File: src/rtl/id_stage.sv
// id_stage: decode stage of the single-cycle R-type RISC-V core.
// Holds the 32 x XLEN register file (combinational reads, x0 hardwired to 0),
// decodes R-type opcode/funct3/funct7 into a 4-bit ALU select plus write
// enable, and keeps a sticky illegal-instruction flag and a retired counter.
//
// Optional feature (macro WB_BYPASS_EN):
//   defined   - a read of the register being written this cycle returns
//               wb_data_i (write-through)
//   undefined - reads return the stored value; a new value appears the
//               cycle after its writeback
module id_stage #(
  parameter int XLEN  = 32,
  parameter int NREG  = 32,
  parameter int CNT_W = 32
) (
  input  logic             clk,
  input  logic             rst,
  input  logic [31:0]      instr_data_i,
  input  logic             wb_en_i,
  input  logic [4:0]       wb_addr_i,
  input  logic [XLEN-1:0]  wb_data_i,
  output logic [XLEN-1:0]  rs1_data_o,
  output logic [XLEN-1:0]  rs2_data_o,
  output logic [4:0]       rd_addr_o,
  output logic [3:0]       alu_ctrl_o,
  output logic             reg_write_o,
  output logic             illegal_o,
  output logic             illegal_sticky_o,
  output logic [CNT_W-1:0] retired_cnt_o
);

  localparam logic [6:0] OPC_RTYPE = 7'b0110011;
  localparam logic [6:0] F7_BASE   = 7'b0000000;
  localparam logic [6:0] F7_ALT    = 7'b0100000;

  localparam logic [3:0] ALU_ADD  = 4'b0000;
  localparam logic [3:0] ALU_SUB  = 4'b0001;
  localparam logic [3:0] ALU_SLL  = 4'b0010;
  localparam logic [3:0] ALU_SLT  = 4'b0011;
  localparam logic [3:0] ALU_SLTU = 4'b0100;
  localparam logic [3:0] ALU_XOR  = 4'b0101;
  localparam logic [3:0] ALU_SRL  = 4'b0110;
  localparam logic [3:0] ALU_SRA  = 4'b0111;
  localparam logic [3:0] ALU_OR   = 4'b1000;
  localparam logic [3:0] ALU_AND  = 4'b1001;

  // Instruction fields
  logic [6:0] opcode;
  logic [2:0] funct3;
  logic [6:0] funct7;
  logic [4:0] rs1_addr;
  logic [4:0] rs2_addr;
  logic [4:0] rd_addr;

  assign opcode   = instr_data_i[6:0];
  assign rd_addr  = instr_data_i[11:7];
  assign funct3   = instr_data_i[14:12];
  assign rs1_addr = instr_data_i[19:15];
  assign rs2_addr = instr_data_i[24:20];
  assign funct7   = instr_data_i[31:25];

  // Architectural state
  logic [XLEN-1:0] regs [NREG];
  logic            wb_fire;
  logic            legal;
  logic [3:0]      alu_sel;

  // A write to x0 never fires, so x0 stays at its reset value of zero.
  assign wb_fire = wb_en_i && (wb_addr_i != 5'd0);

  // Register file write; reset clears every entry and drops a same-cycle write
  always_ff @(posedge clk) begin
    if (rst) begin
      for (int i = 0; i < NREG; i++) begin
        regs[i] <= '0;
      end
    end else if (wb_fire) begin
      regs[wb_addr_i] <= wb_data_i;
    end
  end

  // Read port 1: stored value, optional write-through, x0 forced to zero
  always_comb begin
    rs1_data_o = regs[rs1_addr];
`ifdef WB_BYPASS_EN
    if (wb_fire && (wb_addr_i == rs1_addr)) begin
      rs1_data_o = wb_data_i;
    end
`endif
    if (rs1_addr == 5'd0) begin
      rs1_data_o = '0;
    end
  end

  // Read port 2: stored value, optional write-through, x0 forced to zero
  always_comb begin
    rs2_data_o = regs[rs2_addr];
`ifdef WB_BYPASS_EN
    if (wb_fire && (wb_addr_i == rs2_addr)) begin
      rs2_data_o = wb_data_i;
    end
`endif
    if (rs2_addr == 5'd0) begin
      rs2_data_o = '0;
    end
  end

  // R-type decode: only the ten base-ISA funct7/funct3 pairs are legal
  always_comb begin
    legal   = 1'b0;
    alu_sel = ALU_ADD;
    if (opcode == OPC_RTYPE) begin
      if (funct7 == F7_BASE) begin
        legal = 1'b1;
        case (funct3)
          3'b000:  alu_sel = ALU_ADD;
          3'b001:  alu_sel = ALU_SLL;
          3'b010:  alu_sel = ALU_SLT;
          3'b011:  alu_sel = ALU_SLTU;
          3'b100:  alu_sel = ALU_XOR;
          3'b101:  alu_sel = ALU_SRL;
          3'b110:  alu_sel = ALU_OR;
          default: alu_sel = ALU_AND;
        endcase
      end else if (funct7 == F7_ALT) begin
        case (funct3)
          3'b000: begin
            legal   = 1'b1;
            alu_sel = ALU_SUB;
          end
          3'b101: begin
            legal   = 1'b1;
            alu_sel = ALU_SRA;
          end
          default: begin
            legal   = 1'b0;
            alu_sel = ALU_ADD;
          end
        endcase
      end
    end
  end

  // An illegal instruction reports ALU select 0 and never writes rd.
  assign rd_addr_o   = rd_addr;
  assign alu_ctrl_o  = legal ? alu_sel : 4'b0000;
  assign illegal_o   = !legal;
  assign reg_write_o = legal && (rd_addr != 5'd0);

  // Sticky illegal flag and retired counter (counter wraps naturally)
  always_ff @(posedge clk) begin
    if (rst) begin
      illegal_sticky_o <= 1'b0;
      retired_cnt_o    <= '0;
    end else begin
      if (!legal) begin
        illegal_sticky_o <= 1'b1;
      end
      if (legal) begin
        retired_cnt_o <= retired_cnt_o + 1'b1;
      end
    end
  end

endmodule

File: config.mk
export PLATFORM = sky130hd
export DESIGN_NAME = id_stage
export DESIGN_NICKNAME = d
export VERILOG_FILES = /design/src/rtl/id_stage.sv
export SDC_FILE = /design/constraint.sdc
export NUM_CORES = 2
export LEC_CHECK = 0
export BUFFER_PORTS_ARGS = -buffer_cell sky130_fd_sc_hd__buf_2
export CAP_MARGIN = 20
export CELL_PAD_IN_SITES_DETAIL_PLACEMENT = 1
export CELL_PAD_IN_SITES_GLOBAL_PLACEMENT = 2
export CORE_ASPECT_RATIO = 1.4
export CORE_MARGIN = 2
export CORE_UTILIZATION = 52
export CTS_BUF_LIST = sky130_fd_sc_hd__clkbuf_8
export DETAILED_ROUTE_END_ITERATION = 8
export PLACE_DENSITY = 0.95
export RECOVER_POWER = 50
export SETUP_SLACK_MARGIN = 0.02
export SYNTH_ARGS = -nofsm -noshare
export SYNTH_HDL_FRONTEND = slang
export SYNTH_SLANG_ARGS = --single-unit
export TNS_END_PERCENT = 20
File: constraint.sdc
create_clock -name clk -period 6 [get_ports clk]
set_input_delay 0.6 -clock clk [delete_from_list [all_inputs] [get_ports clk]]
set_output_delay 0.6 -clock clk [all_outputs]
set_load 0.02 [all_outputs]
==> run summary <==
Arrival time worst endpoint -> 5.63 ns
Status -> finished, violations left
H-tree depth -> 4
Routed met1 length -> 60.8 mm
First-pass detailed-route iteration total -> 6
Crit-path max FO -> 32
Vias in the first global route -> 40,400
Initial core utilization -> 52.6%
I/O pin total -> 180
Tot GR Track Use -> 34.1%
Setup TNS -> 0 ns
Met3 routed WL -> 19.1 mm
Postcts setup bufs -> 0
First-pass GRT wire length -> 270 mm
Layout Utilization -> 57.6%
LEAKAGE -> 21.1 nW
Post-synth EDFFs -> 1,024
Die Height -> 393 µm
CTS Sinks -> 1,057
Max-slew violation count -> 901
Hold Path Depth -> 5
Synth warn -> 0
Site row count -> 142
Max layer used -> met5
CTS resizes -> 0
MaxCap Viol Count -> 31
Core ar. -> 107,000 µm²
#FFs+latches synth -> 1,057
Yosys cell types -> 52
R2r startpoint -> retired_cnt_o[18]
Main synth FF type -> edfxtp_1
Most frequent cells in the layout -> 1,024 x edfxtp_1, 513 x and2_1, 512 x mux4_2
Largest net degree at the start of global routing -> 78
Hold-fix buffers, CTS -> 0
Post-route minimum period -> 5.15 ns
Count of input and output buffers -> 179
FF-to-FF End -> retired_cnt_o[29]
Area Growth Syn to Fin -> 9.56%
Nets -> 3,905
Pwr Total -> 0.0166 W
Worst hold path endpoint -> retired_cnt_o[1]
Initial DRC count -> 4,286
Final Skew -> 0.00834 ns
Crit-path slowest cell -> clkinvlp_2
Critical path data required time -> 6.48 ns
WL final -> 188 mm
Cells after DPL -> 5,104
Die Wd -> 282 µm
Syn Inst Count -> 3,757
Clock-pin slew on the worst setup and hold paths -> 0.06 ns
Post-route clock period utilization -> 85.9%
Worst Hold Launch -> instr_data_i[31]
WL/cell -> 34.7 µm
Layout Cells excl Fill -> 5,403
Critical path class -> primary input to flop
Final worst slack -> 0.847 ns
Routed vias/inst -> 6.90
Final ANT Viol Nets -> 0
Post-Place Worst Slack -> 1.81 ns
Cell repeated most along the worst path -> clkbuf_2
Num CTS Buffers -> 162
Total die area -> 111,000 µm²
Type of origin of the critical path -> primary input
Routed vias -> 37,300
Fin. Hold Viols -> 0
Post-synth top area share -> 54.6%
FF-to-FF path depth -> 5
CP Cell Sequence -> clkbuf_1 -> clkinvlp_2 -> clkbuf_2 -> o21ai_0 -> clkbuf_2
Synth top area cells -> edfxtp_1 55%, mux4_2 20%, and2_1 11%, mux2i_1 2.3%, clkbuf_1 2.0%
Hold Path Class -> primary input to flop
GP Congestion -> 0.850
# DRC -> 0
Clk Latency, worst-skew pair -> 0.88 ns
P per Cell Area -> 270 nW/µm²
Asr flop ratio synth -> 0%
TritonCTS clock tree -> done
Sequential area share after synthesis -> 55.8%
Worst VDD drop -> 0.000253 V
Cell area after synthesis -> 56,300 µm²
WP buf/inv -> 4
WL met2 -> 95.6 mm
Max_slew headroom -> -136%
Clock Tree Buf Depth -> 3
Slew at the pin with the worst max-slew slack -> 3.53 ns
CP top delay family -> buffers and inverters
Commonest non-fill, non-tap cell in the layout -> edfxtp_1
Post-Syn Area per Cell -> 15.0 µm²
Register-to-register setup slack -> 3.73 ns
Initial antenna violation count -> 9
CP peak stage delay -> 1.29 ns
Synth area leader -> edfxtp_1
Post-DP HPWL -> 114 mm
Share of cells above drive strength 1 -> 26.8%
Max frequency -> 0.194 GHz
Final Setup Violations -> 0
Endpoint type of the worst setup path -> flop
Grt total ovfl -> 0
Failing checks -> capacitance limit, slew limit
RSZ-0062 raised after global routing -> false
Clk root buf -> clkbuf_8
==> cell families after synthesis <==
| kind of cell | count (synthesis) | share of synthesized area, % |
|---|---|---|
| buffers and inverters | 414 | 3.12 |
| xor gates and xnor gates | 20 | 0.311 |
| adders and majority gates | 1 | 0.0222 |
| AOI/OAI and AO/OA | 311 | 3.67 |
| other | 1 | 0.00666 |
| and+or+nand+nor | 1279 | 13.7 |
| DFF | 1057 | 55.8 |
| muxes | 674 | 23.4 |
==> registers in the layout, indices dropped and copies added, names as in the netlist <==
| name | flops |
|---|---|
| illegal_sticky_o | 1 |
| regs | 1024 |
| retired_cnt_o | 32 |
==> per-layer routing <==
metal,up-vias,GRT usage (%)
li1,14500,-
met1,19300,39.5
met2,2712,57.2
met3,752,7.40
met4,4,21.6
met5,-,0
==> power breakdown <==
| part | internal [W] | switching, W | total (W) | leakage [nW] |
|---|---|---|---|---|
| combinational | 0.000886 | 0.00130 | 0.00219 | 9.41 |
| clock | 0.00281 | 0.00293 | 0.00574 | 1.69 |
| sequential | 0.00849 | 0.000227 | 0.00872 | 10.0 |
| total | 0.0122 | 0.00446 | 0.0166 | 21.1 |
==> synthesized netlist by cell type (3+ instances only) <==
cell type and n:
edfxtp_1 1024, and2_1 997, mux4_2 512, clkbuf_1 298
nor2_1 140, mux2i_1 130, a21oi_1 103, buf_2 79
a221oi_1 64, o21ai_0 55, nor2b_1 50, a211o_1 38
a211oi_1 38, dfxtp_1 33, mux2_2 27, buf_4 24
nand2_1 21, xnor2_1 13, nand3_1 11, nand4_1 11
buf_1 9, a31o_2 7, and4_1 7, xor2_1 7
and3_1 6, nor3_1 6, nor4_1 5, mux2_1 4
nand3b_1 3, nor4_4 3, o21ai_1 3, or2_2 3
==> cell type report <==
| type | count | area (µm²) |
|---|---|---|
| Antenna cell | 10 | 25.0 |
| Clock buffer | 172 | 2370 |
| Clock inverter | 113 | 573 |
| Fill cell | 9975 | 45400 |
| Inverter | 1 | 5.00 |
| Multi-Input combinational cell | 2317 | 23600 |
| Sequential cell | 1057 | 31400 |
| Tap cell | 1440 | 1800 |
| Timing Repair Buffer | 293 | 1880 |
==> worst reg2reg max path, cell delays in order, from the launching register on <==
cell,delay (ns)
dfxtp_1,0.45
nand3_2,0.14
or4_4,0.58
nor4_4,0.47
nand4_1,0.19
mux2_4,0.32
==> stage by stage <==
stage,hold slack (ns),instance area [µm²]
6_report,0.306,61700
5_1_grt,0.300,61700
4_1_cts,0.0867,61900
3_5_place_dp,0.462,59000
3_3_place_gp,0.453,58900
2_1_floorplan,0.555,56400
==> worst max-delay path by stage <==
stage / end / slack [ns] / start / cells past startpoint
3_3_place_gp: rs2_data_o[16] / 1.91 / instr_data_i[20] / 7
4_1_cts: rs2_data_o[29] / 1.80 / instr_data_i[21] / 8
5_1_grt: regs[22][7] / 0.83 / rst / 5
2_1_floorplan: regs[12][0] / 1.91 / rst / 4
6_report: regs[22][10] / 0.85 / rst / 5
3_5_place_dp: rs2_data_o[29] / 1.81 / instr_data_i[21] / 8
(Power assumes the default switching activity.)
